**src/rtl/muldiv_pkg.sv**
```systemverilog
// muldiv_pkg: op codes and FSM state type shared by the HI/LO multiply/divide unit.
package muldiv_pkg;
  localparam logic [1:0] MULDIV_MULTU = 2'b00;
  localparam logic [1:0] MULDIV_MULT  = 2'b01;
  localparam logic [1:0] MULDIV_DIVU  = 2'b10;
  localparam logic [1:0] MULDIV_DIV   = 2'b11;
  typedef enum logic [1:0] {IDLE, RUN, FIX, DONE} muldiv_state_t;
endpackage

```
**src/rtl/hilo_muldiv_if.sv**
```systemverilog
// hilo_muldiv_if: request/result bundle between a pipeline and the HI/LO multiply/divide unit.
interface hilo_muldiv_if #(parameter int WIDTH = 32);
  logic             start;
  logic [1:0]       op;
  logic [WIDTH-1:0] src1;
  logic [WIDTH-1:0] src2;
  logic             flush;
  logic             busy;
  logic             done;
  logic [WIDTH-1:0] hi;
  logic [WIDTH-1:0] lo;
  logic             div_zero;
  modport master (output start, op, src1, src2, flush, input busy, done, hi, lo, div_zero);
  modport slave (input start, op, src1, src2, flush, output busy, done, hi, lo, div_zero);
endinterface

```
**src/rtl/muldiv_step.sv**
```systemverilog
// muldiv_step: one combinational iteration, shift-add multiply or restoring divide on {acc,mq}.
module muldiv_step #(parameter int WIDTH = 32) (
  input  logic             div,
  input  logic [WIDTH-1:0] a,
  input  logic [WIDTH-1:0] acc,
  input  logic [WIDTH-1:0] mq,
  output logic [WIDTH-1:0] acc_n,
  output logic [WIDTH-1:0] mq_n
);
  logic [WIDTH:0] sum, rs;
  logic ge;
  assign sum = {1'b0, acc} + {1'b0, a};
  assign rs  = {acc, mq[WIDTH-1]};
  assign ge  = rs >= {1'b0, a};
  // divide shifts quotient bits into mq; multiply shifts product bits out of mq
  assign {acc_n, mq_n} = div ? {ge ? rs[WIDTH-1:0] - a : rs[WIDTH-1:0], mq[WIDTH-2:0], ge}
                             : {mq[0] ? sum : {1'b0, acc}, mq[WIDTH-1:1]};
endmodule

```
**src/rtl/hilo_muldiv.sv**
```systemverilog
// hilo_muldiv: fixed-latency iterative MULT/MULTU/DIV/DIVU producing HI/LO results.
// Signed MULT/DIV only when HILO_MULDIV_SIGNED_EN is defined; otherwise every op is unsigned.
module hilo_muldiv import muldiv_pkg::*; #(parameter int WIDTH = 32) (
  input logic          clk,
  input logic          rstn,
  hilo_muldiv_if.slave bus
);
  localparam int CW = $clog2(WIDTH);
`ifdef HILO_MULDIV_SIGNED_EN
  localparam bit SIGNED_EN = 1'b1;
`else
  localparam bit SIGNED_EN = 1'b0;
`endif
  muldiv_state_t    state;
  logic [CW-1:0]    cnt;
  logic             is_div, neg_q, neg_r, dz, sgn, s1, s2, div_zero;
  logic [WIDTH-1:0] a, acc, mq, acc_n, mq_n, m1, m2, hi, lo, hi_f, lo_f;
  logic [2*WIDTH-1:0] prod;
  assign sgn  = SIGNED_EN && (bus.op == MULDIV_MULT || bus.op == MULDIV_DIV);
  assign s1   = sgn & bus.src1[WIDTH-1];
  assign s2   = sgn & bus.src2[WIDTH-1];
  assign m1   = s1 ? -bus.src1 : bus.src1;
  assign m2   = s2 ? -bus.src2 : bus.src2;
  // iterate on magnitudes; FIX restores signs, leaving divide-by-zero quotient as all ones
  assign prod = neg_q ? -{acc, mq} : {acc, mq};
  assign lo_f = is_div ? (neg_q ? -mq : mq) : prod[WIDTH-1:0];
  assign hi_f = is_div ? (neg_r ? -acc : acc) : prod[2*WIDTH-1:WIDTH];
  assign bus.busy     = state != IDLE;
  assign bus.done     = state == DONE;
  assign bus.hi       = hi;
  assign bus.lo       = lo;
  assign bus.div_zero = div_zero;
  muldiv_step #(.WIDTH(WIDTH)) step (.div(is_div), .a(a), .acc(acc), .mq(mq), .acc_n(acc_n), .mq_n(mq_n));
  always_ff @(posedge clk or negedge rstn)
    if (!rstn) begin
      state    <= IDLE;
      cnt      <= '0;
      is_div   <= 1'b0;
      neg_q    <= 1'b0;
      neg_r    <= 1'b0;
      dz       <= 1'b0;
      a        <= '0;
      acc      <= '0;
      mq       <= '0;
      hi       <= '0;
      lo       <= '0;
      div_zero <= 1'b0;
    end else if (bus.flush && state != IDLE) state <= IDLE;
    else case (state)
      IDLE: if (bus.start && !bus.flush) begin
        state  <= RUN;
        cnt    <= '0;
        is_div <= bus.op inside {MULDIV_DIVU, MULDIV_DIV};
        dz     <= bus.src2 == '0;
        neg_q  <= (s1 ^ s2) && !(bus.op[1] && bus.src2 == '0);
        neg_r  <= s1;
        a      <= m2;
        acc    <= '0;
        mq     <= m1;
      end
      RUN: begin
        acc <= acc_n;
        mq  <= mq_n;
        cnt <= cnt + 1'b1;
        if (cnt == CW'(WIDTH - 1)) state <= FIX;
      end
      FIX: begin
        hi    <= hi_f;
        lo    <= lo_f;
        if (is_div) div_zero <= dz;
        state <= DONE;
      end
      DONE: state <= IDLE;
    endcase
endmodule

```
**src/flat_wrapper.sv**
```systemverilog
// flat-port wrapper written by rule: the top's interface ports become plain ports
module hilo_muldiv_flat import muldiv_pkg::*;
#(parameter int WIDTH = 32)
  (clk, rstn, bus_start, bus_op, bus_src1, bus_src2, bus_flush, bus_busy, bus_done, bus_hi, bus_lo, bus_div_zero);
  hilo_muldiv_if #(.WIDTH(WIDTH)) bus_i ();
  input logic clk;
  input logic rstn;
  input wire logic [$bits(bus_i.start)-1:0] bus_start;
  input wire logic [$bits(bus_i.op)-1:0] bus_op;
  input wire logic [$bits(bus_i.src1)-1:0] bus_src1;
  input wire logic [$bits(bus_i.src2)-1:0] bus_src2;
  input wire logic [$bits(bus_i.flush)-1:0] bus_flush;
  output wire logic [$bits(bus_i.busy)-1:0] bus_busy;
  output wire logic [$bits(bus_i.done)-1:0] bus_done;
  output wire logic [$bits(bus_i.hi)-1:0] bus_hi;
  output wire logic [$bits(bus_i.lo)-1:0] bus_lo;
  output wire logic [$bits(bus_i.div_zero)-1:0] bus_div_zero;
  assign bus_i.start = bus_start;
  assign bus_i.op = bus_op;
  assign bus_i.src1 = bus_src1;
  assign bus_i.src2 = bus_src2;
  assign bus_i.flush = bus_flush;
  assign bus_busy = bus_i.busy;
  assign bus_done = bus_i.done;
  assign bus_hi = bus_i.hi;
  assign bus_lo = bus_i.lo;
  assign bus_div_zero = bus_i.div_zero;
  hilo_muldiv #(.WIDTH(WIDTH)) u_core (.clk(clk), .rstn(rstn), .bus(bus_i));
endmodule
```
**config.mk**
```make
export PLATFORM = sky130hd
export DESIGN_NAME = hilo_muldiv_flat
export DESIGN_NICKNAME = d
export VERILOG_FILES = /design/src/rtl/muldiv_pkg.sv /design/src/rtl/hilo_muldiv_if.sv /design/src/rtl/muldiv_step.sv /design/src/rtl/hilo_muldiv.sv /design/src/flat_wrapper.sv
export SDC_FILE = /design/constraint.sdc
export NUM_CORES = 1
export LEC_CHECK = 0
export BUFFER_PORTS_ARGS = -buffer_cell sky130_fd_sc_hd__buf_2
export CAP_MARGIN = 20
export CELL_PAD_IN_SITES_DETAIL_PLACEMENT = 2
export CELL_PAD_IN_SITES_GLOBAL_PLACEMENT = 2
export CORE_AREA = 2 2 200 202
export CTS_BUF_LIST = sky130_fd_sc_hd__clkbuf_4
export CTS_CLUSTER_DIAMETER = 80
export DETAILED_ROUTE_END_ITERATION = 8
export DIE_AREA = 0 0 202 204
export PLACE_DENSITY = 0.66
export SETUP_SLACK_MARGIN = 0.15
export SYNTH_ARGS = -nofsm -noshare
export SYNTH_HDL_FRONTEND = slang
export SYNTH_SLANG_ARGS = --single-unit
```
**constraint.sdc**
```tcl
create_clock -name clk -period 7.1 [get_ports clk]
set_input_delay 1.42 -clock clk [delete_from_list [all_inputs] [get_ports clk]]
set_output_delay 1.42 -clock clk [all_outputs]
set_load 0.01 [all_outputs]
```
==> results.txt <==
Period utilization -> 0.5653
Post-DP HPWL -> 29.76 mm
Post-cts resize count -> 0
Net Count, Synth -> 1,388
Gpl congestion -> 0.8186
Dominant cell by count in the synthesized netlist -> dfrtp_1
Pins Over Slew Limit -> 0
Cell Area, Synth -> 11,550 um2
Longest Clk Path Bufs -> 2
Final worst slack -> 3086 ps
Comb pwr share -> 0.632
Data arrival, critical path -> 4610 ps
Main synth FF type -> dfrtp_1
Critical Path Fanout Max -> 6
Vias in the first global route -> 10,970
Seq/Total Area, Yosys -> 0.3684
Core footprint -> 39,180 um2
Hold_buf cts -> 0
Total grt overflow -> 0
Critical Path End Type -> register
Switching part of the total -> 0.5107
Pleak -> 0.006210 uW
Routed len/inst -> 21.31 um
Post-Syn Area per Cell -> 9.274 um2
Residual DRC -> 0
Hold endpoint -> u_core.bus.lo[31]
Hold Crit Class -> register to register
Min Clock Period, post-route -> 4014 ps
Final core utilization -> 0.3324
#FFs+latches synth -> 170
Gr usage total -> 0.2017
Die X -> 202 um
CTS Root Cell -> clkbuf_4
H-tree Lvls -> 4
Die Area -> 41,210 um2
Count of cell types in the netlist -> 64
Synth warn -> 0
Number of routed nets with antenna violations -> 0
Setup CP Type -> register to register
Final setup fails -> 0
Worst slew margin -> 0.2886
Ranking of synthesized cells by instance count -> dfrtp_1 (170), nand2_1 (119), a21oi_1 (104)
Worst slack at placement -> 3076 ps
Hold path cells -> 2
First-pass GRT wire length -> 64.43 mm
Share of cells above drive strength 1 -> 0.2117
Initial antenna violation count -> 7
Post-CTS setup buffers -> 0
Reg power frac -> 0.275
R2R cell count -> 10
Achievable Freq -> 0.2491 GHz
Top cells by area, synth -> dfrtp_1 (37%), mux2_2 (9.1%), ha_1 (7.7%)
Ys async rst share -> 1.000
Largest net degree at the start of global routing -> 74
Initial DRT Pass Iterations -> 5
CP required -> 7700 ps
Final #Nets -> 1,487
Initial Util -> 0.2947
Routed Wire Length -> 40.17 mm
Hold path start -> u_core.bus.lo[31]
Setup Skew -> 33.97 ps
Cell-internal power -> 3243 uW
Final hold violation count -> 0
PwrDens -> 508.8 nW/um2
Power share of the clock group -> 0.093
Setup TNS -> 0 ps
Unrepaired setup endpoints after global routing -> false
Row cnt -> 73
Area leader, netlist -> dfrtp_1
Maxcap violations -> 0
Worst VDD drop -> 0.1672 mV
Status -> completed
FF-to-FF End -> u_core.acc[30]
Crit path launch type -> register
Clock transition at path regs -> 160 ps
Reg2reg setup slack -> 3090 ps
R2R Path Start -> u_core.acc[14]
Synthesis-to-layout area growth -> 12.81%
Routed vias -> 10,030
Buffers on Ports -> 135
Clock sinks -> 170
Die span in y -> 204 um
Number of CTS-inserted buffers -> 17
Gate Count Post-Synth -> 1,245
Worst-margin pin slew -> 1063 ps
Initial drt markers -> 364
NetSw -> 3384 uW
CTS tree -> built
Via/cell ratio -> 5.318
Ports -> 137
Top cell type's share of synthesized area -> 0.3684
Worst skew pair latency -> 700 ps
Number of synthesized flops with an enable pin -> 0
[through the flow]
step / cells / power (uW) / hold WS (ps) / area, um2
after floorplan: 1245 / 4731 / 442.9 / 11550
after global placement: 1850 / 5924 / 457.3 / 12730
after detailed placement: 1850 / 6060 / 476.5 / 12730
after CTS: 1881 / 6722 / 511.3 / 13020
after global routing: 1885 / 7266 / 536.1 / 13030
final: 1885 / 6627 / 500.5 / 13030
[how the worst max path moves through the flow]
| stage | from | end | slack, ps | depth (start not counted) |
|---|---|---|---|---|
| after floorplan | u_core.acc[16] | u_core.acc[30] | 4300 | 10 |
| after global placement | u_core.acc[14] | u_core.acc[30] | 3200 | 10 |
| after detailed placement | u_core.acc[16] | u_core.acc[30] | 3080 | 10 |
| after CTS | u_core.acc[16] | u_core.acc[30] | 3030 | 10 |
| after global routing | u_core.acc[14] | u_core.acc[30] | 2860 | 10 |
| final | u_core.acc[14] | u_core.acc[30] | 3090 | 10 |
[critical path, cell delays in order, from the launching register on]
cell	delay [ps]
dfrtp_1	460
ha_1	400
a21oi_1	340
o21bai_1	150
nor4b_1	690
o211ai_1	460
nand2_1	300
o41ai_2	110
a221oi_1	350
mux2_2	390
o41ai_2	260
[state kept, by name (all words and copies together) (netlist names)]
signal / count
u_core.state: 2
u_core.cnt: 5
u_core.bus.hi: 32
u_core.dz: 1
u_core.bus.div_zero: 1
u_core.acc: 32
u_core.is_div: 1
u_core.a: 32
u_core.bus.lo: 32
u_core.mq: 32
[logic make-up after synthesis]
logic type	share of synthesized area
AO/OA/AOI/OAI	0.2072
AND/OR/NAND/NOR	0.1264
flip-flops	0.3684
multiplexers	0.1384
buffers and inverters	0.04053
adder cells (fa/ha/maj)	0.08041
XOR/XNOR	0.03869
[final cells by class]
cell class,instances,area (um2)
well taps,525,656.9
clock buffers,17,127.6
fillers,4412,26160
flip-flops and latches,170,4259
multi-input cells,954,6837
diodes,4,10.01
repair buffers,146,767.0
inverters,55,206.4
clock inverters,14,161.4
[routing by layer]
layer | wire (um) | GRT usage | part of all wire | vias up
li1 | - | - | - | 4725
met1 | 18620 | 0.2622 | 0.46 | 5144
met2 | 19380 | 0.3384 | 0.48 | 120
met3 | 1476 | 0.04385 | 0.037 | 32
met4 | 676 | 0.05488 | 0.017 | 4
met5 | 21 | 0 | 0.00052 | -
[layout by cell type (no fill, tap or decap), types with 10 or more instances in the layout]
cell | netlist | final
nand4_1 | 15 | 15
o21ai_0 | 87 | 87
nor3_1 | 16 | 16
xnor2_1 | 30 | 30
clkbuf_4 | 0 | 17
nor4_1 | 10 | 10
buf_2 | 5 | 134
o21bai_1 | 10 | 10
a21oi_1 | 104 | 104
nor2_1 | 72 | 72
a21o_1 | 32 | 32
mux2i_1 | 55 | 55
a31oi_1 | 11 | 11
ha_1 | 71 | 71
nand3_1 | 15 | 15
inv_1 | 55 | 54
nand2_1 | 119 | 117
mux2_2 | 93 | 93
buf_4 | 0 | 11
xor2_1 | 21 | 21
o21a_1 | 11 | 11
dfrtp_1 | 170 | 168
a211oi_1 | 30 | 30
nor2b_1 | 21 | 21
a22o_1 | 14 | 14
[power by group through the flow]
stage | clock, uW | sequential, uW | combinational [uW]
6_report | 615 | 1820 | 4190
5_1_grt | 680 | 1900 | 4690
4_1_cts | 650 | 1830 | 4240
3_5_place_dp | 0 | 1860 | 4200
3_3_place_gp | 0 | 1830 | 4090
2_1_floorplan | 0 | 1700 | 3030
No activity file was read; power rests on OpenSTA's default activity.
